## src/rtl/bf16_pkg.sv

```systemverilog
// Shared bfloat16 definitions for the MAC datapath (multiplier and divider):
// field widths, exponent bias, saturation magnitude, divider state encoding
// and operand classification helpers.
// Optional feature: define BF16_DIV_RNE_EN for a 10-bit divider quotient
// with round-to-nearest-even; otherwise 9 bits with truncation.
package bf16_pkg;

    localparam int          EXP_W    = 8;
    localparam int          MAN_W    = 7;
    localparam logic [7:0]  BIAS     = 8'd127;
    localparam logic [14:0] MAXF_MAG = 15'h7F7F;

`ifdef BF16_DIV_RNE_EN
    localparam int QB = 10;
`else
    localparam int QB = 9;
`endif
    localparam int CNT_W = $clog2(QB);

    typedef enum logic [1:0] {
        ST_IDLE,
        ST_DIV,
        ST_NORM
    } div_state_e;

    // Zero exponent covers both true zero and denormals, which are flushed.
    function automatic logic is_zero(input logic [15:0] x);
        return x[14:7] == 8'h00;
    endfunction

    function automatic logic is_inf(input logic [15:0] x);
        return (x[14:7] == 8'hFF) && (x[6:0] == 7'h00);
    endfunction

    function automatic logic is_nan(input logic [15:0] x);
        return (x[14:7] == 8'hFF) && (x[6:0] != 7'h00);
    endfunction

endpackage

```

## src/rtl/bf16_div_if.sv

```systemverilog
// Request/response bundle for the bf16 divider: start/ready accept a
// request, valid marks a new quotient on out.
interface bf16_div_if;

    logic        start;
    logic [15:0] a;
    logic [15:0] b;
    logic        ready;
    logic        valid;
    logic [15:0] out;

    modport master (output start, a, b, input ready, valid, out);
    modport slave  (input start, a, b, output ready, valid, out);

endinterface

```

## src/rtl/bf16_div_step.sv

```systemverilog
// One restoring radix-2 division step: compare, conditionally subtract,
// then shift the partial remainder left by one.
module bf16_div_step
    import bf16_pkg::*;
(
    input  logic [MAN_W+1:0] rem,
    input  logic [MAN_W:0]   divisor,
    output logic             qbit,
    output logic [MAN_W+1:0] rem_next
);

    logic [MAN_W+1:0] diff;

    // Remainder stays below twice the divisor, so 9 bits hold it after the shift.
    always_comb begin
        // NOTE: always_comb assigns every output on every path, so no latch is inferred.
        qbit     = (rem >= {1'b0, divisor});
        diff     = qbit ? (rem - {1'b0, divisor}) : rem;
        rem_next = diff << 1;
    end

endmodule

```

## src/rtl/bf16_div.sv

```systemverilog
// Iterative bfloat16 divider, out = a / b, one quotient bit per cycle.
// No Inf/NaN is produced, denormals are flushed to zero, results saturate
// to +/-MAXF. Define BF16_DIV_RNE_EN for round-to-nearest-even (10 quotient
// bits, one extra cycle); the default build truncates.
module bf16_div
    import bf16_pkg::*;
(
    input logic       clk,
    input logic       rst,
    bf16_div_if.slave bus
);

    div_state_e       state_q, state_d;
    logic             ready_c;
    logic [CNT_W-1:0] cnt_q;
    logic [MAN_W+1:0] rem_q;
    logic [MAN_W:0]   mb_q;
    logic [QB-1:0]    quo_q;
    logic             sign_q;
    logic [EXP_W-1:0] ea_q, eb_q;
    logic             spec_q;
    logic [15:0]      spec_out_q;
    logic [15:0]      out_q;
    logic             valid_q;

    logic             sign_in, sp_hit;
    logic [15:0]      sp_out;
    logic             step_qbit;
    logic [MAN_W+1:0] step_rem;

    logic signed [9:0] e_base, e_adj;
    logic [MAN_W-1:0]  mant;
    logic [15:0]       norm_out;
`ifdef BF16_DIV_RNE_EN
    logic              guard, sticky;
    logic [MAN_W:0]    mant_rnd;
`endif

    bf16_div_step u_step (
        .rem      (rem_q),
        .divisor  (mb_q),
        .qbit     (step_qbit),
        .rem_next (step_rem)
    );

    // Classify the incoming operands; specials bypass the iteration entirely.
    always_comb begin
        sign_in = bus.a[15] ^ bus.b[15];
        sp_hit  = 1'b1;
        sp_out  = 16'h0000;
        if (is_nan(bus.a) || is_nan(bus.b)) sp_out = 16'h0000;
        else if (is_zero(bus.b))            sp_out = {sign_in, MAXF_MAG};
        else if (is_inf(bus.a))             sp_out = {sign_in, MAXF_MAG};
        else if (is_inf(bus.b))             sp_out = 16'h0000;
        else if (is_zero(bus.a))            sp_out = 16'h0000;
        else                                sp_hit = 1'b0;
    end

    // Normalise the quotient, adjust the exponent and clamp to the bf16 range.
    always_comb begin
        e_base = $signed({2'b00, ea_q}) - $signed({2'b00, eb_q}) + $signed({2'b00, BIAS});
        if (quo_q[QB-1]) begin
            mant  = quo_q[QB-2:QB-8];
            e_adj = e_base;
        end else begin
            mant  = quo_q[QB-3:QB-9];
            e_adj = e_base - 10'sd1;
        end
`ifdef BF16_DIV_RNE_EN
        // With the integer bit set, quo_q[0] lies below the guard and joins the sticky.
        guard    = quo_q[QB-1] ? quo_q[1] : quo_q[0];
        sticky   = (|rem_q) | (quo_q[QB-1] & quo_q[0]);
        mant_rnd = {1'b0, mant} + {{MAN_W{1'b0}}, guard & (sticky | mant[0])};
        if (mant_rnd[MAN_W]) e_adj = e_adj + 10'sd1;
        mant = mant_rnd[MAN_W-1:0];
`endif
        if (e_adj <= 10'sd0)        norm_out = 16'h0000;
        else if (e_adj >= 10'sd255) norm_out = {sign_q, MAXF_MAG};
        else                        norm_out = {sign_q, e_adj[7:0], mant};
    end

    // State register.
    always_ff @(posedge clk or posedge rst) begin
        // NOTE: clocked state uses non-blocking (<=) so every register samples pre-edge values.
        if (rst) state_q <= ST_IDLE;
        else     state_q <= state_d;
    end

    // Next-state and handshake decode.
    always_comb begin
        state_d = state_q;
        ready_c = 1'b0;
        case (state_q)
            ST_IDLE: begin
                ready_c = 1'b1;
                if (bus.start) state_d = sp_hit ? ST_NORM : ST_DIV;
            end
            ST_DIV:  if (cnt_q == '0) state_d = ST_NORM;
            ST_NORM: state_d = ST_IDLE;
            default: state_d = ST_IDLE;
        endcase
    end

    // Operand capture, restoring iteration and result register.
    always_ff @(posedge clk or posedge rst) begin
        if (rst) begin
            cnt_q      <= '0;
            rem_q      <= '0;
            mb_q       <= '0;
            quo_q      <= '0;
            sign_q     <= 1'b0;
            ea_q       <= '0;
            eb_q       <= '0;
            spec_q     <= 1'b0;
            spec_out_q <= '0;
            out_q      <= '0;
            valid_q    <= 1'b0;
        end else begin
            valid_q <= 1'b0;
            case (state_q)
                ST_IDLE: if (bus.start) begin
                    sign_q     <= sign_in;
                    ea_q       <= bus.a[14:7];
                    eb_q       <= bus.b[14:7];
                    mb_q       <= {1'b1, bus.b[6:0]};
                    rem_q      <= {2'b01, bus.a[6:0]};
                    quo_q      <= '0;
                    cnt_q      <= CNT_W'(QB - 1);
                    spec_q     <= sp_hit;
                    spec_out_q <= sp_out;
                end
                ST_DIV: begin
                    rem_q <= step_rem;
                    quo_q <= {quo_q[QB-2:0], step_qbit};
                    if (cnt_q != '0) cnt_q <= cnt_q - CNT_W'(1);
                end
                ST_NORM: begin
                    out_q   <= spec_q ? spec_out_q : norm_out;
                    valid_q <= 1'b1;
                end
                default: ;
            endcase
        end
    end

    assign bus.ready = ready_c;
    assign bus.valid = valid_q;
    assign bus.out   = out_q;

endmodule

```

## src/flat_wrapper.sv

```systemverilog
// flat-port wrapper written by rule: the top's interface ports become plain ports
module bf16_div_flat import bf16_pkg::*;
  (clk, rst, bus_start, bus_a, bus_b, bus_ready, bus_valid, bus_out);
  bf16_div_if bus_i ();
  input logic clk;
  input logic rst;
  input wire logic [$bits(bus_i.start)-1:0] bus_start;
  input wire logic [$bits(bus_i.a)-1:0] bus_a;
  input wire logic [$bits(bus_i.b)-1:0] bus_b;
  output wire logic [$bits(bus_i.ready)-1:0] bus_ready;
  output wire logic [$bits(bus_i.valid)-1:0] bus_valid;
  output wire logic [$bits(bus_i.out)-1:0] bus_out;
  assign bus_i.start = bus_start;
  assign bus_i.a = bus_a;
  assign bus_i.b = bus_b;
  assign bus_ready = bus_i.ready;
  assign bus_valid = bus_i.valid;
  assign bus_out = bus_i.out;
  bf16_div u_core (.clk(clk), .rst(rst), .bus(bus_i));
endmodule
```

## config.mk

```make
export PLATFORM = sky130hd
export DESIGN_NAME = bf16_div_flat
export DESIGN_NICKNAME = d
export VERILOG_FILES = /design/src/rtl/bf16_pkg.sv /design/src/rtl/bf16_div_if.sv /design/src/rtl/bf16_div_step.sv /design/src/rtl/bf16_div.sv /design/src/flat_wrapper.sv
export SDC_FILE = /design/constraint.sdc
export NUM_CORES = 1
export LEC_CHECK = 0
export CAP_MARGIN = 20
export CORE_ASPECT_RATIO = 0.7
export CORE_UTILIZATION = 55
export CTS_BUF_LIST = sky130_fd_sc_hd__clkbuf_16
export CTS_CLUSTER_SIZE = 12
export DETAILED_ROUTE_END_ITERATION = 8
export GPL_TIMING_DRIVEN = 0
export MAX_ROUTING_LAYER = met4
export PLACE_DENSITY = 0.81
export SLEW_MARGIN = 10
export SYNTH_ARGS = -nofsm -noshare
export SYNTH_HDL_FRONTEND = slang
export SYNTH_SLANG_ARGS = --single-unit
```

## constraint.sdc

```tcl
create_clock -name clk -period 4.6 [get_ports clk]
set_clock_uncertainty 0.2 [all_clocks]
set_input_delay 1.15 -clock clk [delete_from_list [all_inputs] [get_ports clk]]
set_output_delay 1.15 -clock clk [all_outputs]
set_load 0.01 [all_outputs]
```

Word-level counts from Yosys, hierarchy flattened

Index checks and enable logic that the tools add are counted.

Bits in registers: 83
Latch bits: 0
Bits in writable memories: 0
Bits in read-only memories: 0
Bits of input ports: 35
Output and inout port bits: 18
Logic and storage cells: 74
Memories kept: 0

$add $sub $neg: 5
Multiply operators: 0
Div/mod/pow operators: 0
$lt $le $gt $ge: 3
Equal/unequal tests: 7
Shifts and indexed selects: 0
Mux-type cells: 27
Bitwise operators: 1
Reduce and logical (&&, ||, !) cells: 19

Operators by type and width:

| operator                                                           | count |
|---|---|
| two-way mux 16 bit                                                 | 5 |
| case mux 9 bit (2 select lines)                                    | 2 |
| two-way mux 9 bit                                                  | 2 |
| == test 8 bit, second input constant                               | 2 |
| zero test 8 bit                                                    | 2 |
| two-way mux 15 bit                                                 | 1 |
| zero test 7 bit                                                    | 2 |
| nonzero test 7 bit                                                 | 2 |
| adder 10 x 8 -> 10 bit, second input constant                      | 1 |
| greater-or-equal comparator 10 x 9 -> 1 bit, second input constant | 1 |
| <= comparator 10 x 1 -> 1 bit, second input constant               | 1 |
| two-way mux 10 bit                                                 | 1 |
| subtractor 10 x 2 -> 10 bit, second input constant                 | 1 |
| greater-or-equal comparator 9 x 8 -> 1 bit                         | 1 |
| subtractor 8 x 8 -> 9 bit                                          | 1 |
| two-way mux 4 bit                                                  | 2 |
| two-way mux 8 bit                                                  | 1 |
| case mux 4 bit (2 select lines)                                    | 1 |
| subtractor 8 bit                                                   | 1 |
| two-way mux 1 bit                                                  | 7 |
| two-way mux 7 bit                                                  | 1 |
| two-way mux 2 bit                                                  | 3 |
| AND reduction 2 bit                                                | 3 |
| logical AND 1 bit                                                  | 4 |
| other kinds (13)                                                   | 14 |

Logic depth before layout (Yosys ltp)

Gate-level depths: netlist (run 1).

Depth after elaboration: 9
Mapped depth: 16
Gate-level depth less buffers: 15

By module

A second synthesis (run 1) with hierarchy kept.

Cells, all modules: 485
Area, all modules: 4411.7 um2

Modules (own cells, without submodules):

| module        | times used | cells an instance | area each (um2) | seq. area each (um2) |
|---|---|---|---|---|
| bf16_div      | 1          | 414               | 3880.0          | 1726.7 |
| bf16_div_step | 1          | 71                | 531.8           | 0.0 |

Worst setup path before layout (run 1)

No wires, ideal clock.

Kind: reg-to-reg
Start: register u_core.ea_q[0]
End: register u_core.out_q[10], in the netlist u_core.bus.out[10]
Setup time: 0.159 ns
Arrival: 3.291 ns
Required time: 4.241 ns
Setup slack: 0.950 ns
Stages on the path, launching flop included: 15
Buffers on the path: 1
Clock period less this slack: 3.650 ns
Cells stage by stage: dfrtp_1 inv_1 ha_1 inv_1 fa_1 xnor2_1 and2_1 nand4b_1 a221oi_1 nand3_1 o211ai_1 a21oi_1 nor2_1 buf_1 a2111oi_4

Word-level cells in the longest chain between the ends: 8
Elaborated cells between the ends (all ways): 9
Classes of those cells: add/sub: 3; order compare: 2; mux: 4

Ends and longest elaborated chain:

| item                                        | line            | text |
|---|---|---|
| start, declared                             | bf16_div.sv:20  | `logic [EXP_W-1:0] ea_q, eb_q;` |
| start signal, assigned                      | bf16_div.sv:123 | `ea_q <= bus.a[14:7];` |
| subtractor 8 x 8 -> 9 bit (*)               | bf16_div.sv:61  | `e_base = $signed({2'b00, ea_q}) - $signed({2'b00, eb_q}) + $signed({2'b00, BIAS});` |
| adder 10 x 8 -> 10 bit (*)                  | bf16_div.sv:61  |  |
| subtractor 10 x 2 -> 10 bit                 | bf16_div.sv:67  | `e_adj = e_base - 10'sd1;` |
| two-way mux 10 bit (*)                      | bf16_div.sv:62  | `if (quo_q[QB-1]) begin` |
| greater-or-equal comparator 10 x 9 -> 1 bit | bf16_div.sv:78  | `else if (e_adj >= 10'sd255) norm_out = {sign_q, MAXF_MAG};` |
| two-way mux 15 bit                          | bf16_div.sv:78  |  |
| two-way mux 16 bit (*)                      | bf16_div.sv:77  | `if (e_adj <= 10'sd0) norm_out = 16'h0000;` |
| two-way mux 16 bit (*)                      | bf16_div.sv:138 | `out_q <= spec_q ? spec_out_q : norm_out;` |
| end signal, assigned                        | bf16_div.sv:138 |  |
| end, declared                               | bf16_div.sv:23  | `logic [15:0] out_q;` |

Every way passes the cells marked *; elsewhere a longest branch is shown, timed or not.
A chain may end at the register's enable or synchronous reset.

Worst setup path after layout (run 1)

Same ends and word-level chain as after synthesis.

==> results.json, run 1 <==
{
  "r2r_slack_ns": 0.40,
  "drt-total-wl_mm": 9.92,
  "cts.sinks": 69,
  "max_freq_mhz": 238,
  "drt_pass1_iterations": 4,
  "path_buf_inv": 4,
  "via_count": 3571,
  "dieArea_mm2": 0.00801,
  "cpMaxStageDelayCell": "fa_1",
  "row_count": 26,
  "worstPathRequired_ns": 4.61,
  "cp_common_cell": "inv_1",
  "die_h_um": 75.2,
  "slew_headroom": 0.528,
  "hold_violations": 0,
  "clockRootBuffer": "clkbuf_16",
  "drt_iter0_markers": 236,
  "synth_edf_count": 0,
  "drc": 0,
  "ys_types": 57,
  "detail-route-antenna-nets": 0,
  "fin_tns_setup_ns": 0,
  "synth_flop_cell": "dfrtp_1",
  "syn_to_final_growth_pct": 23.1,
  "postPlaceCellArea_mm2": 0.00488,
  "gr-total-overflow": 0,
  "yosysTopAreaCellShare": 0.410,
  "synth_area_leader_cell": "dfrtp_1",
  "synth_commonest_cells": "69 x dfrtp_1, 65 x nand2_1, 36 x nor2_1, 33 x o21ai_0, 32 x inv_1",
  "cp_slowest_stage_delay_ns": 0.53,
  "cts_buffer_depth": 2,
  "synth.top_cells.by_area": "dfrtp_1 41%, ha_1 5.9%, nand2_1 5.8%",
  "dp_hpwl_mm": 7.42,
  "cts_hold_buf": 0,
  "syn-num-nets": 510,
  "drive_gt1_frac": 0.0806,
  "nets": 574,
  "outcome": "finished clean",
  "grt_pass1_wl_mm": 16.2,
  "arrival_ns": 4.22,
  "path_clk_slew_ns": 0.06,
  "min_period_over_period": 0.913,
  "drt-vias-per-instance": 5.77,
  "yosysSeqAreaShare": 0.410,
  "n_antenna_cell": 0,
  "tightest_slew_ns": 0.706,
  "postCtsSetupBuffers": 0,
  "wl_met1_mm": 5.00,
  "cp-end-kind": "register",
  "ios": 53,
  "hp-class": "reg -> reg",
  "cp_top_family": "compound AO/OA/AOI/OAI gates",
  "cts_buffers": 9,
  "stdcell_area_mm2": 0.00518,
  "period_needed_ns": 4.20,
  "wire_per_inst_um": 16.0,
  "wl_met3_um": 390,
  "grt_max_degree": 51,
  "synth_async_sr_flop_share": 1.00,
  "clock_latency_ns": 0.33,
  "finalSetupViolations": 0,
  "max-cap-violations": 0,
  "dp_slack_ns": 0.287,
  "synth_most_common_cell": "dfrtp_1",
  "cp_max_fo": 10,
  "ys_seq_elements": 69,
  "maxSlewViolCount": 0,
  "antenna_found_initial": 0,
  "rsz0062_at_grt": "false",
  "avgSynthCellArea_um2": 9.29,
  "port_buffers": 52,
  "track_usage": 0.268,
  "cts_tree": "built",
  "path_cells": "inv_1 > ha_1 > inv_1 > fa_1 > inv_1 > ha_1 > nor3b_1 > o2bb2ai_1 > a221oi_1 > nand3_1 > o21ai_0 > xnor2_1 > nor3_1 > buf_2 > a2111oi_4",
  "core_region_area_mm2": 0.00735,
  "start_util": 0.572,
  "highest_layer": "met4",
  "die_w_um": 107,
  "met2_length_mm": 4.46,
  "gp_congestion": 0.904,
  "setup.worst_path.start_class": "register",
  "mappedNetlistArea_mm2": 0.00421,
  "setup_ws_ns": 0.398,
  "grt_pass1_vias": 3327,
  "cts-htree-levels": 3,
  "crit_type": "reg -> reg",
  "ys_warn_count": 0,
  "synthesis.instances": 453
}
kinds of logic after synthesis:
logic type | after synthesis | share of synthesized area
mux | 12 | 0.0289
buf+inv | 51 | 0.0476
xor+xnor | 21 | 0.0437
compound gates | 120 | 0.221
flops | 69 | 0.410
simple gates | 158 | 0.179
fa+ha+maj | 22 | 0.0690
final timing paths:
path / end / cells after the start / startpoint
min in group asynchronous: u_core.quo_q[6]$_DFFE_PP0P_ / 2 / rst
worst max-delay path: u_core.bus.out[10]$_DFFE_PP0P_ / 15 / u_core.ea_q[0]$_DFFE_PP0P_
worst min-delay path: u_core.mb_q[7]$_DFFE_PP0P_ / 2 / u_core.mb_q[7]$_DFFE_PP0P_
worst max register to register: u_core.bus.out[10]$_DFFE_PP0P_ / 15 / u_core.ea_q[0]$_DFFE_PP0P_
max in group asynchronous: u_core.eb_q[7]$_DFFE_PP0P_ / 3 / rst
worst min register to register: u_core.mb_q[7]$_DFFE_PP0P_ / 2 / u_core.mb_q[7]$_DFFE_PP0P_
worst reg2reg max path, stage by stage, from the launching register on:
cell,delay (ns)
dfrtp_1,0.36
inv_1,0.09
ha_1,0.19
inv_1,0.06
fa_1,0.53
inv_1,0.08
ha_1,0.29
nor3b_1,0.23
o2bb2ai_1,0.08
a221oi_1,0.46
nand3_1,0.21
o21ai_0,0.26
xnor2_1,0.29
nor3_1,0.15
buf_2,0.27
a2111oi_4,0.35
metrics by stage:
step,std cells,hold slack [ns],utilization
after global routing,619,0.274,0.704
after global placement,603,0.234,0.660
after detailed placement,604,0.247,0.664
after CTS,619,0.259,0.703
after floorplan,453,0.218,-
final,619,0.258,0.704
metal layers:
layer  global-route usage  up-vias
met1                0.369     1723
met2                0.428      103
met3               0.0519       10
li1                     -     1735
met5                    -        -
met4               0.0350        0
state kept, by name, summed over array words and instances, names as in the netlist:
signal	flops
u_core.bus.out	16
u_core.bus.valid	1
u_core.cnt_q	4
u_core.ea_q	8
u_core.eb_q	8
u_core.mb_q	8
u_core.quo_q	9
u_core.rem_q	9
u_core.sign_q	1
u_core.spec_out_q	2
u_core.spec_q	1
u_core.state_q	2
cell type report:
cell class                 count  area [µm²]
multi-input combinational    333        2290
fill                         571        2170
sequential                    69        1730
timing repair buffer          53         548
clock buffer                   9         225
inverter                      33         126
tap                           98         123
buffer                        18        77.6
clock inverter                 6        63.8
what timing repair did:
item                                    in CTS  in global routing
endpoints found under the setup margin       0                 10
hold endpoints to repair                     0                  0
gates resized for setup                      0                  3
placed cells by master, fill, tap and decap left out, drive strengths merged, types with 3 or more instances in the layout:
cell,count
dfrtp,69
nand2,65
clkdlybuf4s50,52
nor2,36
o21ai,33
inv,33
clkbuf,24
a21oi,21
ha,20
a22o,12
a21o,12
a2111oi,12
mux2i,11
xor2,11
xnor2,10
nand4,9
nor2b,8
nor3,8
a211oi,6
nor4,6
nor3b,4
nand2b,4
nand3,4
clkinv,4
buf,4
a21boi,3
a22oi,3
nand3b,3
Power of run 1 is left out: the tool's default activity adds up to more than one toggle a clock period on the data nets, which glitch-free logic cannot reach.
==> inputs of run 2 (changes only) <==
--- a/config.mk
+++ b/config.mk
@@ -17,4 +17,5 @@
 export SLEW_MARGIN = 10
 export SYNTH_ARGS = -nofsm -noshare
 export SYNTH_HDL_FRONTEND = slang
+export SYNTH_HIERARCHICAL = 1
 export SYNTH_SLANG_ARGS = --single-unit
==> run 2 against run 1 <==
Net effect:
- first-iteration DRC count increased by 18%
- core utilization increased by 1.0 points
- clock-buffer cell count unchanged
- via count increased by 6.2%
- largest cell class unchanged
- sequential cell count unchanged
- sequential share of layout area decreased by 1.2 points
- critical path type unchanged
- synthesized cell count increased by 7.1%
- setup slack improved by 0.46 ns
==> results.json, run 2 <==
{
  "grt_max_degree": 65,
  "path_clk_slew_ns": 0.05,
  "synth_most_common_cell": "nand2_1",
  "detail-route-antenna-nets": 0,
  "synth.top_cells.by_area": "dfrtp_1 39%, nand2_1 8.6%, ha_1 5.7%",
  "syn-num-nets": 542,
  "cts_resized": 0,
  "cp-end-kind": "register",
  "min_period_over_period": 0.813,
  "die_w_um": 109,
  "ys_warn_count": 6,
  "tightest_slew_ns": 0.634,
  "cts.sinks": 69,
  "syn_to_final_growth_pct": 21.7,
  "setup.worst_path.start_class": "register",
  "gp_congestion": 0.844,
  "antenna_found_initial": 0,
  "nets": 606,
  "synthesis.instances": 485,
  "cts_buffer_depth": 2,
  "cp_max_fo": 10,
  "die_h_um": 76.9,
  "wire_per_inst_um": 15.5,
  "drt-vias-per-instance": 5.82,
  "clock_latency_ns": 0.33,
  "drive_gt1_frac": 0.103,
  "drt_iter0_markers": 278,
  "period_needed_ns": 3.74,
  "cts_tree": "built",
  "port_buffers": 52,
  "hold_violations": 0,
  "ios": 53,
  "layout_common_cells": "101 x nand2_1, 69 x dfrtp_1, 52 x clkdlybuf4s50_1, 40 x nor2_1, 29 x inv_1",
  "outcome": "finished clean",
  "start_util": 0.587,
  "hp-class": "reg -> reg",
  "worstPathRequired_ns": 4.63,
  "synth_commonest_cells": "101 x nand2_1, 69 x dfrtp_1, 40 x nor2_1, 29 x inv_1, 28 x o21ai_0",
  "via_count": 3792,
  "synth_async_sr_flop_share": 1.00,
  "cts_hold_buf": 0,
  "dp_hpwl_mm": 7.53,
  "row_count": 26,
  "ys_seq_elements": 69,
  "yosysTopAreaCellShare": 0.391,
  "track_usage": 0.266,
  "yosysSeqAreaShare": 0.391,
  "final_common_cell": "nand2_1",
  "max-cap-violations": 0,
  "largest_reg_flops": 16,
  "mappedNetlistArea_mm2": 0.00441,
  "synth_edf_count": 0,
  "gr-total-overflow": 0,
  "drc": 0,
  "dieArea_mm2": 0.00839,
  "slew_headroom": 0.577,
  "cts-htree-levels": 3,
  "max_freq_mhz": 267,
  "drt_pass1_iterations": 7,
  "drt-total-wl_mm": 10.1,
  "clockRootBuffer": "clkbuf_16",
  "fin_tns_setup_ns": 0,
  "arrival_ns": 3.77,
  "crit_type": "reg -> reg",
  "synth_area_leader_cell": "dfrtp_1",
  "core_region_area_mm2": 0.00751,
  "n_antenna_cell": 0,
  "finalSetupViolations": 0,
  "grt_pass1_wl_mm": 16.8,
  "grt_pass1_vias": 3527,
  "cts_buffers": 9,
  "maxSlewViolCount": 0,
  "ys_types": 66,
  "postCtsSetupBuffers": 0,
  "synth_flop_cell": "dfrtp_1",
  "rsz0062_at_grt": "false",
  "avgSynthCellArea_um2": 9.10
}
-- run 2: routing by layer --
metal  global-route usage  wire (µm)  vias up
met1                0.368       4870     1826
met5                    -          0        -
li1                     -          -     1825
met4               0.0757        111        0
met2                0.394       4490      130
met3               0.0561        612       11
-- run 2: logic make-up (layout without fill, tap and decap cells) --
family / count (synthesis) / after routing / synth area share
xor gates and xnor gates: 23 / 23 / 0.0550
adders and majority gates: 22 / 22 / 0.0658
other: 1 / 1 / 0.000850
AOI/OAI and AO/OA: 103 / 103 / 0.192
buffers and inverters: 51 / 120 / 0.0516
DFF: 69 / 69 / 0.391
muxes: 16 / 16 / 0.0377
and+or+nand+nor: 200 / 200 / 0.206
-- run 2: worst max-delay path, cell delays in order (launching register included) --
cell and delay [ns]:
dfrtp_1 0.35, inv_1 0.07, ha_1 0.17, inv_1 0.05, fa_1 0.41, xnor2_1 0.35, nand3_1 0.28, nor3_1 0.23
mux2i_1 0.15, xor2_1 0.20, nor4_1 0.28, and4b_1 0.25, o221ai_2 0.16, buf_4 0.24, a311oi_2 0.25
-- run 2: final cells by class --
type                       count  area (µm²)
multi-input combinational    365        2460
fill                         557        2150
sequential                    69        1730
timing repair buffer          53         548
clock buffer                   9         225
tap                           98         123
buffer                        22         119
inverter                      29         111
clock inverter                 7        57.6
-- run 2: metrics by stage --
step / hold slack (ns) / worst slack [ns] / util / area (µm²) / cells
after global routing: 0.310 / 0.577 / 0.714 / 5370 / 652
final: 0.291 / 0.860 / 0.714 / 5370 / 652
after floorplan: 0.235 / 1.17 / - / 4410 / 485
after detailed placement: 0.263 / 0.867 / 0.677 / 5080 / 636
after global placement: 0.257 / 0.405 / 0.673 / 5050 / 635
after CTS: 0.290 / 0.852 / 0.714 / 5370 / 652
-- run 2: final timing paths --
kind                                            start                            end  slack [ns]  cells after the start
min in group asynchronous                         rst  u_core/bus.out[2]$_DFFE_PP0P_        0.85                      2
max                        u_core/ea_q[0]$_DFFE_PP0P_  u_core/bus.out[9]$_DFFE_PP0P_        0.86                     14
max reg2reg                u_core/ea_q[0]$_DFFE_PP0P_  u_core/bus.out[9]$_DFFE_PP0P_        0.86                     14
min reg2reg                u_core/mb_q[5]$_DFFE_PP0P_     u_core/mb_q[5]$_DFFE_PP0P_        0.29                      2
max in group asynchronous                         rst     u_core/mb_q[1]$_DFFE_PP0P_        2.84                      3
min                        u_core/mb_q[5]$_DFFE_PP0P_     u_core/mb_q[5]$_DFFE_PP0P_        0.29                      2
Power of run 2 is left out for the same reason.
==> inputs of run 3 (changes only) <==
--- a/config.mk
+++ b/config.mk
@@ -7,13 +7,13 @@
 export LEC_CHECK = 0
 export CAP_MARGIN = 20
 export CORE_ASPECT_RATIO = 0.7
-export CORE_UTILIZATION = 55
+export CORE_UTILIZATION = 51
 export CTS_BUF_LIST = sky130_fd_sc_hd__clkbuf_16
 export CTS_CLUSTER_SIZE = 12
 export DETAILED_ROUTE_END_ITERATION = 8
 export GPL_TIMING_DRIVEN = 0
 export MAX_ROUTING_LAYER = met4
-export PLACE_DENSITY = 0.81
+export PLACE_DENSITY = 0.79
 export SLEW_MARGIN = 10
 export SYNTH_ARGS = -nofsm -noshare
 export SYNTH_HDL_FRONTEND = slang
==> constraint.sdc (replaced) <==
create_clock -name clk -period 3.2 [get_ports clk]
set_clock_uncertainty 0.2 [all_clocks]
set_input_delay 0.8 -clock clk [delete_from_list [all_inputs] [get_ports clk]]
set_output_delay 0.8 -clock clk [all_outputs]
set_load 0.01 [all_outputs]
==> run 3 against run 2 <==
Net effect:
- the run now ends with setup timing left
- global-route usage increased by 0.24 points
- design area increased by 6.8%
- cell count increased by 3.2%
- worst hold slack got worse by 0.011 ns
- largest cell class unchanged
- fmax increased by 4.5%
- sequential share of layout area decreased by 2.0 points
- register-to-register slack got worse by 1.2 ns
==> results.json, run 3 (synthesized netlist as in run 2, its figures left out) <==
{
  "ios": 53,
  "grt_max_degree": 63,
  "cts_buffer_depth": 2,
  "dieArea_mm2": 0.00903,
  "rsz0062_at_grt": "true",
  "grt_pass1_vias": 3802,
  "period_needed_ns": 3.58,
  "hp-start": "u_core/mb_q[2]$_DFFE_PP0P_",
  "start_util": 0.544,
  "track_usage": 0.268,
  "dp_slack_ns": -0.489,
  "die_h_um": 79.8,
  "whs_endpoint": "u_core/mb_q[2]$_DFFE_PP0P_",
  "reg2reg_to": "u_core/bus.out[1]$_DFFE_PP0P_",
  "min_period_over_period": 1.12,
  "port_buffers": 52,
  "whs_ns": 0.279,
  "syn_to_final_growth_pct": 29.9,
  "layout_common_cells": "101 x nand2_1, 69 x dfrtp_1, 52 x clkdlybuf4s50_1, 39 x nor2_1, 28 x o21ai_0",
  "outcome": "finished, violations left",
  "cts-htree-levels": 3,
  "cts_tree": "built",
  "clockRootBuffer": "clkbuf_16",
  "r2r_slack_ns": -0.38,
  "drt_iter0_markers": 277,
  "max_freq_mhz": 279,
  "arrival_ns": 3.55,
  "via_count": 3918,
  "cts.sinks": 69,
  "n_antenna_cell": 0,
  "row_count": 27,
  "cp_max_fo": 8,
  "drt-total-wl_mm": 11.2,
  "cts_buffers": 9,
  "drc": 0,
  "hp-class": "reg -> reg",
  "max-cap-violations": 0,
  "detail-route-antenna-nets": 0,
  "drive_gt1_frac": 0.180,
  "gr-total-overflow": 0,
  "largest_reg_flops": 16,
  "drt-vias-per-instance": 5.82,
  "nets": 625,
  "antenna_found_initial": 0,
  "gp_congestion": 0.875,
  "setup_ws_ns": -0.379,
  "worstPathRequired_ns": 3.17,
  "cp-end-kind": "register",
  "r2r-start": "u_core/eb_q[0]$_DFFE_PP0P_",
  "crit_type": "reg -> reg",
  "reg2reg_depth": 14,
  "maxSlewViolCount": 0,
  "dp_hpwl_mm": 7.78,
  "fillCellCount": 604,
  "finalSetupViolations": 16,
  "grt_pass1_wl_mm": 18.3,
  "hold_violations": 0,
  "final_common_cell": "nand2_1",
  "drt_pass1_iterations": 6,
  "path_clk_slew_ns": 0.05,
  "core_region_area_mm2": 0.00811,
  "clock_latency_ns": 0.33,
  "slew_headroom": 0.572,
  "violations": "setup timing",
  "wire_per_inst_um": 16.6,
  "setup.worst_path.start_class": "register",
  "die_w_um": 113,
  "tightest_slew_ns": 0.642,
  "hold-path-cell-count": 2
}
-- run 3: layout make-up --
class | count | area, µm² | area share
Sequential cell | 69 | 1730 | 0.301
Buffer | 21 | 119 | 0.0207
Timing Repair Buffer | 73 | 717 | 0.125
Tap cell | 101 | 126 | 0.0220
Clock inverter | 6 | 23.8 | 0.00415
Clock buffer | 9 | 225 | 0.0393
Multi-Input combinational cell | 365 | 2680 | 0.468
Inverter | 29 | 114 | 0.0199
-- run 3: through the flow --
| step | utilization | cell area, µm² | instances | setup TNS (ns) |
|---|---|---|---|---|
| after floorplan | - | 4450 | 485 | -1.06 |
| after global placement | 0.629 | 5100 | 638 | -50.31 |
| after detailed placement | 0.632 | 5130 | 639 | -6.02 |
| after CTS | 0.703 | 5700 | 672 | -4.15 |
| after global routing | 0.707 | 5730 | 673 | -6.89 |
| final | 0.707 | 5730 | 673 | -5.10 |
-- run 3: routing by layer --
metal | vias up | routed length (µm) | GRT usage
met5 | - | 0 | -
li1 | 1865 | - | -
met2 | 141 | 5330 | 0.440
met3 | 15 | 725 | 0.0478
met4 | 0 | 125 | 0.0776
met1 | 1897 | 5000 | 0.345
-- run 3: critical path: stages, from the launching register on --
cell and delay (ns):
dfrtp_1 0.42, ha_4 0.16, inv_2 0.04, fa_2 0.41, a21oi_2 0.17, nor2_2 0.07, a211oi_4 0.24, xor2_4 0.33
nand4_1 0.19, a21o_1 0.24, a2111o_1 0.47, a21boi_4 0.19, buf_6 0.13, buf_8 0.11, a311oi_2 0.05
-- run 3: how the worst max path moves through the flow --
stage / from / to / slack, ns / depth (start not counted)
global placement: rst / u_core/ea_q[5]$_DFFE_PP0P_ / -0.67 / 2
CTS: u_core/eb_q[0]$_DFFE_PP0P_ / u_core/bus.out[1]$_DFFE_PP0P_ / -0.31 / 14
global route: u_core/eb_q[0]$_DFFE_PP0P_ / u_core/bus.out[1]$_DFFE_PP0P_ / -0.49 / 15
floorplan: u_core/ea_q[0]$_DFFE_PP0P_ / u_core/bus.out[0]$_DFFE_PP0P_ / -0.11 / 15
finish: u_core/eb_q[0]$_DFFE_PP0P_ / u_core/bus.out[1]$_DFFE_PP0P_ / -0.38 / 14
detailed placement: u_core/ea_q[0]$_DFFE_PP0P_ / u_core/bus.out[1]$_DFFE_PP0P_ / -0.49 / 14
-- run 3: repair_timing --
action,in CTS,in global routing
gates cloned,2,0
setup buffers,17,2
pin swaps,23,5
hold buffers,0,0
setup endpoints to repair,16,16
gates resized for setup,33,8
endpoints found under the hold margin,0,0
Power of run 3 is left out for the same reason.
